<file path="config.mk">
export PLATFORM = sky130hd
export DESIGN_NAME = lsu
export DESIGN_NICKNAME = d
export VERILOG_FILES = /design/src/rtl/lsu.sv
export SDC_FILE = /design/constraint.sdc
export NUM_CORES = 1
export LEC_CHECK = 0
export BUFFER_PORTS_ARGS = -buffer_cell sky130_fd_sc_hd__buf_2
export CAP_MARGIN = 20
export CORE_MARGIN = 8
export CORE_UTILIZATION = 35
export CTS_CLUSTER_DIAMETER = 200
export DETAILED_ROUTE_END_ITERATION = 7
export SLEW_MARGIN = 20
export SYNTH_ARGS = -nofsm -noshare
export SYNTH_HDL_FRONTEND = slang
export SYNTH_SLANG_ARGS = --single-unit
export TNS_END_PERCENT = 20
</file>
<file path="constraint.sdc">
create_clock -name clk -period 4.9 [get_ports clk]
set_input_delay 0.49 -clock clk [delete_from_list [all_inputs] [get_ports clk]]
set_output_delay 0.49 -clock clk [all_outputs]
set_load 0.03 [all_outputs]
</file>
<file path="src/rtl/lsu.sv">
// Load/store unit between the multi-cycle CPU's memory stage and a byte-lane data memory.
// One transaction in flight; aligned accesses only; optional busy timeout.
module lsu #(
    parameter int unsigned TIMEOUT = 16,
    parameter int unsigned CNT_W   = 8
) (
    input  logic        clk,
    input  logic        rst,
    input  logic        req_valid,
    input  logic        req_we,
    input  logic [2:0]  req_funct3,
    input  logic [31:0] req_addr,
    input  logic [31:0] req_wdata,
    output logic        req_ready,
    output logic        resp_valid,
    output logic [31:0] resp_rdata,
    output logic        resp_err,
    output logic [31:0] mem_addr,
    output logic [31:0] mem_wdata,
    output logic [3:0]  mem_wmask,
    output logic [3:0]  mem_rmask,
    input  logic [31:0] mem_rdata,
    input  logic        mem_rbusy,
    input  logic        mem_wbusy
);

    localparam logic [1:0] S_IDLE = 2'd0;
    localparam logic [1:0] S_RD   = 2'd1;
    localparam logic [1:0] S_WR   = 2'd2;
    localparam logic [1:0] S_RESP = 2'd3;

    localparam logic [CNT_W-1:0] CNT_LAST = CNT_W'(TIMEOUT - 1);

    logic [1:0]       state;
    logic [2:0]       funct3_q;
    logic [1:0]       addr_lo_q;
    logic [CNT_W-1:0] cnt;

    logic [3:0]  acc_mask;
    logic [31:0] acc_wdata;
    logic        acc_err;
    logic [31:0] shifted;
    logic [15:0] half;
    logic [31:0] load_ext;
    logic        timeout_hit;

    // Lane pattern, replicated store data and legality of the incoming request.
    always_comb begin
        acc_mask  = '0;
        acc_wdata = req_wdata;
        acc_err   = 1'b0;
        case (req_funct3[1:0])
            2'b00: begin
                acc_mask  = 4'b0001 << req_addr[1:0];
                acc_wdata = {4{req_wdata[7:0]}};
            end
            2'b01: begin
                acc_mask  = req_addr[1] ? 4'b1100 : 4'b0011;
                acc_wdata = {2{req_wdata[15:0]}};
                acc_err   = req_addr[0];
            end
            2'b10: begin
                acc_mask = 4'b1111;
                acc_err  = |req_addr[1:0];
            end
            default: acc_err = 1'b1;
        endcase
        if (req_we && req_funct3[2])
            acc_err = 1'b1;
        if (!req_we && req_funct3[2] && req_funct3[1])
            acc_err = 1'b1;
    end

    always_comb begin
        shifted  = mem_rdata >> {addr_lo_q, 3'b000};
        half     = addr_lo_q[1] ? mem_rdata[31:16] : mem_rdata[15:0];
        load_ext = mem_rdata;
        case (funct3_q)
            3'b000:  load_ext = {{24{shifted[7]}}, shifted[7:0]};
            3'b001:  load_ext = {{16{half[15]}}, half};
            3'b100:  load_ext = {24'b0, shifted[7:0]};
            3'b101:  load_ext = {16'b0, half};
            default: load_ext = mem_rdata;
        endcase
    end

    // Fires on the busy edge that brings the consecutive-busy count up to TIMEOUT.
    assign timeout_hit = (TIMEOUT != 0) && (cnt == CNT_LAST);

    always_ff @(posedge clk or posedge rst) begin
        if (rst) begin
            state      <= S_IDLE;
            funct3_q   <= '0;
            addr_lo_q  <= '0;
            cnt        <= '0;
            resp_rdata <= '0;
            resp_err   <= 1'b0;
            mem_addr   <= '0;
            mem_wdata  <= '0;
            mem_wmask  <= '0;
            mem_rmask  <= '0;
        end else begin
            case (state)
                S_IDLE: begin
                    if (req_valid) begin
                        funct3_q  <= req_funct3;
                        addr_lo_q <= req_addr[1:0];
                        mem_addr  <= {req_addr[31:2], 2'b00};
                        mem_wdata <= acc_wdata;
                        cnt       <= '0;
                        if (acc_err) begin
                            resp_err   <= 1'b1;
                            resp_rdata <= '0;
                            state      <= S_RESP;
                        end else if (req_we) begin
                            mem_wmask <= acc_mask;
                            state     <= S_WR;
                        end else begin
                            mem_rmask <= acc_mask;
                            state     <= S_RD;
                        end
                    end
                end
                S_RD: begin
                    if (!mem_rbusy) begin
                        resp_rdata <= load_ext;
                        resp_err   <= 1'b0;
                        mem_rmask  <= '0;
                        state      <= S_RESP;
                    end else begin
                        cnt <= cnt + 1'b1;
                        if (timeout_hit) begin
                            resp_rdata <= '0;
                            resp_err   <= 1'b1;
                            mem_rmask  <= '0;
                            state      <= S_RESP;
                        end
                    end
                end
                S_WR: begin
                    if (!mem_wbusy) begin
                        resp_rdata <= '0;
                        resp_err   <= 1'b0;
                        mem_wmask  <= '0;
                        state      <= S_RESP;
                    end else begin
                        cnt <= cnt + 1'b1;
                        if (timeout_hit) begin
                            resp_rdata <= '0;
                            resp_err   <= 1'b1;
                            mem_wmask  <= '0;
                            state      <= S_RESP;
                        end
                    end
                end
                default: state <= S_IDLE;
            endcase
        end
    end

    assign req_ready  = (state == S_IDLE);
    assign resp_valid = (state == S_RESP);

endmodule

</file>
# Yosys cells after proc, flatten, opt, wreduce, memory -nomap -nowiden
# Index checks and enable logic that the tools add are counted.
# word_totals
reg_bits	118
mem_count	0
latch_bits	0
mem_bits_ro	0
ramBits	0
# op_classes
mux	42
shift	2
n_lt_le_gt_ge	0
div	0
reduce_logical	16
n_addsub	1
eq_ne	18
n_bitwise	0
mul	0
# ops
operator	n
$mux 32	5
$pmux 32 s4	1
$pmux 32 s3	1
$pmux 32 s2	1
$mux 4	10
$shr 32x5->8	1
$mux 8	3
$pmux 8 s3	1
$mux 16	1
$pmux 4 s2	2
$mux 2	6
$ne 2x2->1 const B	6
$pmux 4 s3	1
$reduce_and 5->1	2
$add 8x1->8 const B	1
$eq 8x4->1 const B	1
$mux 1	7
$eq 2x2->1 const B	3
$eq 3x3->1 const B	2
$ne 3x3->1 const B	2
$pmux 1 s3	2
$pmux 2 s3	1
$eq 2x1->1 const B	2
$logic_not 2->1	2
other kinds (12)	15

# Depth between registers and ports, before layout
# depth
ltp_word	7
ltp_mapped	10
mapped_depth_nobuf	7

# Least setup slack after synthesis
# No wires, ideal clock.
# synth_timing
path_type	reg-to-reg
start	reg state[0]
end	reg cnt[7]
arrival_time_ps	2058
slack_ps	2718
required_time_ps	4777
n_path_buf	2
stages_incl_launch_ff	10
path_cell_list	dfrtp_1 -> inv_1 -> ha_1 -> buf_6 -> nor2b_4 -> or4_4 -> buf_2 -> a21o_1 -> nand2_1 -> o31ai_2
# synth_between
elab_chain_cells	3
# synth_rtl
item	line	text
from (decl)	34	logic [1:0] state;
from (signal assigned)	92	state <= S_IDLE;
from (signal assigned)	114	state <= S_RESP;
from (signal assigned)	117	state <= S_WR;
$logic_not 2->1 *	--	
net req_ready	14	output logic req_ready,
$ne 2x2->1 (no source line) or $reduce_bool 3->1 (tied branches)	--	
$reduce_and 4->1 (no source line)	--	
to (signal assigned)	131	cnt <= cnt + 1'b1;
to (signal assigned)	147	cnt <= cnt + 1'b1;
to (decl)	37	logic [CNT_W-1:0] cnt;
# Mark *: on every way through the listed nets, which the timed path passes. The rest lies on a longest branch.
# A chain may end at the register's enable or synchronous reset.

# Worst setup path in the final report
# layout_timing
start	reg state[1]
end	reg mem_rmask[2]
# layout_between
elab_chain_cells	3
# layout_rtl
item	line	text
$eq 2x1->1 or $logic_not 2->1 (tied branches)	103	case (state)
$ne 3x3->1 (no source line) (tied with other cells)	--	
$reduce_and 5->1 (no source line)	--	
to (signal assigned)	119	mem_rmask <= acc_mask;
to (decl)	21	output logic [3:0] mem_rmask,
# Several ways; a longest one is shown, not always the timed one.

==> flow_summary.html <==
<table>
<tr><th>Metric</th><th>Value</th></tr>
<tr><th colspan="2">Outcome</th></tr>
<tr><td>Status</td><td>completed</td></tr>
<tr><th colspan="2">Critical path</th></tr>
<tr><td>Critical R2R Capture</td><td>mem_rmask[2]$_DFFE_PP0P_</td></tr>
<tr><td>Startpoint of the worst-slack reg-to-reg timing path</td><td>state[1]$_DFFE_PP0N_</td></tr>
<tr><td>Startpoint-to-endpoint class of the critical path</td><td>reg2reg</td></tr>
<tr><td>Register-to-register setup slack</td><td>about 2200 ps</td></tr>
<tr><td>Worst path required time</td><td>between 5000 and 6000 ps</td></tr>
<tr><td>Depth of the worst register-to-register path</td><td>5</td></tr>
<tr><td>Cell-by-cell trace of the critical path</td><td>inv_1, ha_1, nand2_4, nor4_1, a22o_1</td></tr>
<tr><td>Arr. time, crit path</td><td>around 3000 ps</td></tr>
<tr><td>Worst path slowest cell</td><td>nor4_1</td></tr>
<tr><td>Critical path launch point type</td><td>register</td></tr>
<tr><td>Endpoint class of the critical path</td><td>register</td></tr>
<tr><td>Max Fanout on Critical Path</td><td>93</td></tr>
<tr><td>Delay of the slowest cell on the worst path</td><td>~790 ps</td></tr>
<tr><th colspan="2">Run</th></tr>
<tr><td>Max-capacitance violation count</td><td>0</td></tr>
<tr><th colspan="2">Timing</th></tr>
<tr><td>Tmin final</td><td>2710 ps</td></tr>
<tr><td>Slew margin rel.</td><td>a little under a third</td></tr>
<tr><td>Setup TNS</td><td>0 ps</td></tr>
<tr><td>Part of the cycle the worst path needs</td><td>55.3%</td></tr>
<tr><td>Max Transition Viols Final</td><td>0</td></tr>
<tr><td>Number of endpoints with negative hold slack in the final report</td><td>0</td></tr>
<tr><td>Actual slew at the worst max-slew pin</td><td>between 1000 and 1500 ps</td></tr>
<tr><td>Number of setup violations in the final report</td><td>0</td></tr>
<tr><td>FMAX</td><td>~370 MHz</td></tr>
<tr><td>RSZ-0062 raised after global routing</td><td>false</td></tr>
<tr><td>Clock Skews</td><td>11.9 ps</td></tr>
<tr><th colspan="2">Power and ir drop</th></tr>
<tr><td>Leakage power total</td><td>~3.6 nW</td></tr>
<tr><td>PwrDens</td><td>719 mW/mm^2</td></tr>
<tr><td>Peak VDD IR</td><td>approximately 0.46 mV</td></tr>
<tr><th colspan="2">Global route</th></tr>
<tr><td>Wire length of the first global-routing pass</td><td>about 27000 microns</td></tr>
<tr><td>Largest net degree at the start of global routing</td><td>94</td></tr>
<tr><td>Overflow left after global routing</td><td>0</td></tr>
<tr><td>Total track usage</td><td>~17%</td></tr>
<tr><td>Initial antenna violation count</td><td>0</td></tr>
<tr><td>Via count of the first global-routing pass</td><td>a little over 5000</td></tr>
<tr><th colspan="2">Final layout</th></tr>
<tr><td>Area taken by flip-flops and latches</td><td>0.00295 sq mm</td></tr>
<tr><td>Commonest cells after routing, fill and taps aside</td><td>buf_2, dfrtp_1, mux2_2</td></tr>
<tr><td>Proportion of layout cells with a drive suffix above 1</td><td>between 40% and 50%</td></tr>
<tr><td>Area added between synthesis and finish</td><td>31.1%</td></tr>
<tr><td>Multi-input combinational cell area</td><td>approximately 0.0025 sq mm</td></tr>
<tr><td>Nets</td><td>about 820</td></tr>
<tr><td>Post-layout utilization of the core</td><td>between 40% and 50%</td></tr>
<tr><td>Filler cell count</td><td>1535</td></tr>
<tr><td>Most common library cell in the layout ignoring fill and taps</td><td>buf_2</td></tr>
<tr><th colspan="2">Synthesis</th></tr>
<tr><td>Portion of the post-synthesis area used by sequential elements</td><td>approximately half</td></tr>
<tr><td>Proportion of register bits with asynchronous set or reset after synthesis</td><td>100%</td></tr>
<tr><td>Synth cell types</td><td>49</td></tr>
<tr><td>Post-Synth XOR/XNOR Area</td><td>0%</td></tr>
<tr><td>Mapped cell area</td><td>0.00568 sq mm</td></tr>
<tr><td>Combinational family with the most area after synthesis</td><td>compound AO/OA/AOI/OAI gates</td></tr>
<tr><td>Number of cells produced by synthesis</td><td>a little over 500</td></tr>
<tr><td>Fraction of the mapped netlist area in compound gates</td><td>a little under a fifth</td></tr>
<tr><td>Synth Warn #</td><td>0</td></tr>
<tr><td>Number of enable-type register cells in the synthesized netlist</td><td>0</td></tr>
<tr><td>Syn avg cell area</td><td>~11 sq um</td></tr>
<tr><td>Simple logic cell fraction of the synthesized area</td><td>under 10%</td></tr>
<tr><td>Synthesized flop and latch total</td><td>around 120</td></tr>
<tr><td>Top flip-flop cell by instance count after synthesis</td><td>dfrtp_1</td></tr>
<tr><td>Fraction of the mapped netlist area in adder cells</td><td>1.32%</td></tr>
<tr><td>Post-synthesis mux area share</td><td>~15%</td></tr>
<tr><th colspan="2">Clock tree</th></tr>
<tr><td>Post-CTS setup repair buffer count</td><td>0</td></tr>
<tr><td>Root buffer cell</td><td>clkbuf_16</td></tr>
<tr><td>CTS tree</td><td>done</td></tr>
<tr><td>Clock transition at the register clock pins on the worst setup and hold paths after CTS</td><td>around 60 ps</td></tr>
<tr><td>Maximum level of the CTS H-tree</td><td>4</td></tr>
<tr><td>Num CTS Buffers</td><td>17</td></tr>
<tr><td>Hold-fix buffers at CTS</td><td>0</td></tr>
<tr><td>Count of cells resized by post-cts repair</td><td>0</td></tr>
<tr><td>Clock Sink Count</td><td>between 100 and 150</td></tr>
<tr><td>Clock network latency to the later pin of the worst-skew pair</td><td>about 420 ps</td></tr>
<tr><td>Maximum number of buffers from clock root to sink</td><td>2</td></tr>
<tr><th colspan="2">Drt</th></tr>
<tr><td>Drt first-iter violations</td><td>between 200 and 300</td></tr>
<tr><td>Remaining antenna violation count</td><td>0</td></tr>
<tr><td>Per-cell routed wire length</td><td>around 18 microns</td></tr>
<tr><td>DRT Wirelength</td><td>16800 microns</td></tr>
<tr><td>Count of unresolved DRC violations after routing</td><td>0</td></tr>
<tr><td>First drt pass iteration count</td><td>4</td></tr>
<tr><td>Routed via count divided by cell count</td><td>5.05</td></tr>
<tr><td>DR vias</td><td>between 4000 and 5000</td></tr>
<tr><th colspan="2">Floorplan</th></tr>
<tr><td>Number of core rows</td><td>46</td></tr>
<tr><td>Core area</td><td>approximately 0.016 sq mm</td></tr>
<tr><td>Initial standard-cell utilization of the core</td><td>between 30% and 40%</td></tr>
<tr><td>Total die area</td><td>~0.021 sq mm</td></tr>
<tr><td>Count of pins on the block boundary</td><td>roughly 210</td></tr>
<tr><td>DIE WIDTH</td><td>143 microns</td></tr>
<tr><td>Floorplan die height</td><td>143 microns</td></tr>
<tr><th colspan="2">Place</th></tr>
<tr><td>Count of input and output buffers</td><td>between 200 and 250</td></tr>
<tr><td>RePlAce Congestion</td><td>0.816</td></tr>
<tr><td>HPWL reported at the end of detailed placement</td><td>12600 microns</td></tr>
<tr><th colspan="2">Hold path</th></tr>
<tr><td>Hold crit path type</td><td>in2async</td></tr>
</table>
power by group:
part | internal [mW] | switching, mW
clock | 0.765 | 0.464
combinational | 0.851 | 1.60
sequential | 1.37 | 0.303
through the flow:
stage                     instances  cell area, sq um  setup slack [ps]  hold slack (ps)  power [mW]
final                           939              7450              2190              261        5.35
after global routing            937              7440              1890              286        5.70
after global placement          905              6850              2420              457        4.11
after detailed placement        905              6850              2160              471        4.17
after floorplan                 513              5690              1280              465        3.45
after CTS                       937              7440              2160              284        5.42
sequential cells by signal, indices dropped and copies added, names as in the netlist, 2 cells and up:
signal and flops:
state 2, mem_wdata 32, mem_addr 30, funct3_q 3
mem_wmask 4, addr_lo_q 2, mem_rmask 4, cnt 8
resp_rdata 32
metal layers:
| metal | global-route usage (%) | wire (microns) | vias to the layer above |
|---|---|---|---|
| met3 | 8.00 | 1800 | 12 |
| met2 | 26.3 | 7800 | 189 |
| met1 | 19.5 | 7020 | 2280 |
| li1 | - | - | 2263 |
| met5 | 0 | 0 | - |
| met4 | 4.65 | 142 | 0 |
critical path, delay by kind of cell (launching register included):
kind	cells	cell delay (ps)
AND/OR/NAND/NOR	2	1380
buffers and inverters	1	150
AO/OA/AOI/OAI	1	230
adder cells (fa/ha/maj)	1	450
flip-flops	1	420
synthesized netlist by cell type (all sizes together) (6+ instances only):
cell     count  area, sq um
nor2b       11         76.3
mux2i       27          270
inv         11         41.3
nand3        7         35.0
ha           6         75.1
nor2        20         77.6
o22ai        9         56.3
a22o        18          158
o21ai       38          194
o22a         7         61.3
mux2        52          586
a21oi       45          225
clkbuf      17         63.8
nand2b       6         37.5
o2bb2ai     23          201
dfrtp      118         2950
nand2       49          189
buf         18          114
area by class of cell:
| type | instances | share of cell area, % |
|---|---|---|
| timing repair buffer | 211 | 14.2 |
| inverter | 11 | 0.588 |
| clock inverter | 14 | 2.05 |
| antenna | 2 | 0.0672 |
| tap | 216 | 3.63 |
| sequential | 118 | 39.7 |
| multi-input combinational | 349 | 33.9 |
| clock buffer | 18 | 5.90 |
worst max path at each step:
stage / startpoint / end / cells after the start
final: state[1]$_DFFE_PP0N_ / mem_rmask[2]$_DFFE_PP0P_ / 5
after global routing: state[0]$_DFFE_PP0N_ / mem_rmask[2]$_DFFE_PP0P_ / 5
after CTS: state[1]$_DFFE_PP0N_ / mem_rmask[0]$_DFFE_PP0P_ / 5
after detailed placement: state[1]$_DFFE_PP0N_ / mem_rmask[0]$_DFFE_PP0P_ / 5
after global placement: state[0]$_DFFE_PP0N_ / mem_rmask[3]$_DFFE_PP0P_ / 5
after floorplan: rst / addr_lo_q[0]$_DFFE_PP0P_ / 1
logic make-up after synthesis:
logic type               count (synthesis)
other                                    1
multiplexers                            79
adder cells (fa/ha/maj)                  6
AND/OR/NAND/NOR                        108
buffers and inverters                   46
AO/OA/AOI/OAI                          154
flip-flops                             118
(Power assumes the default switching activity.)
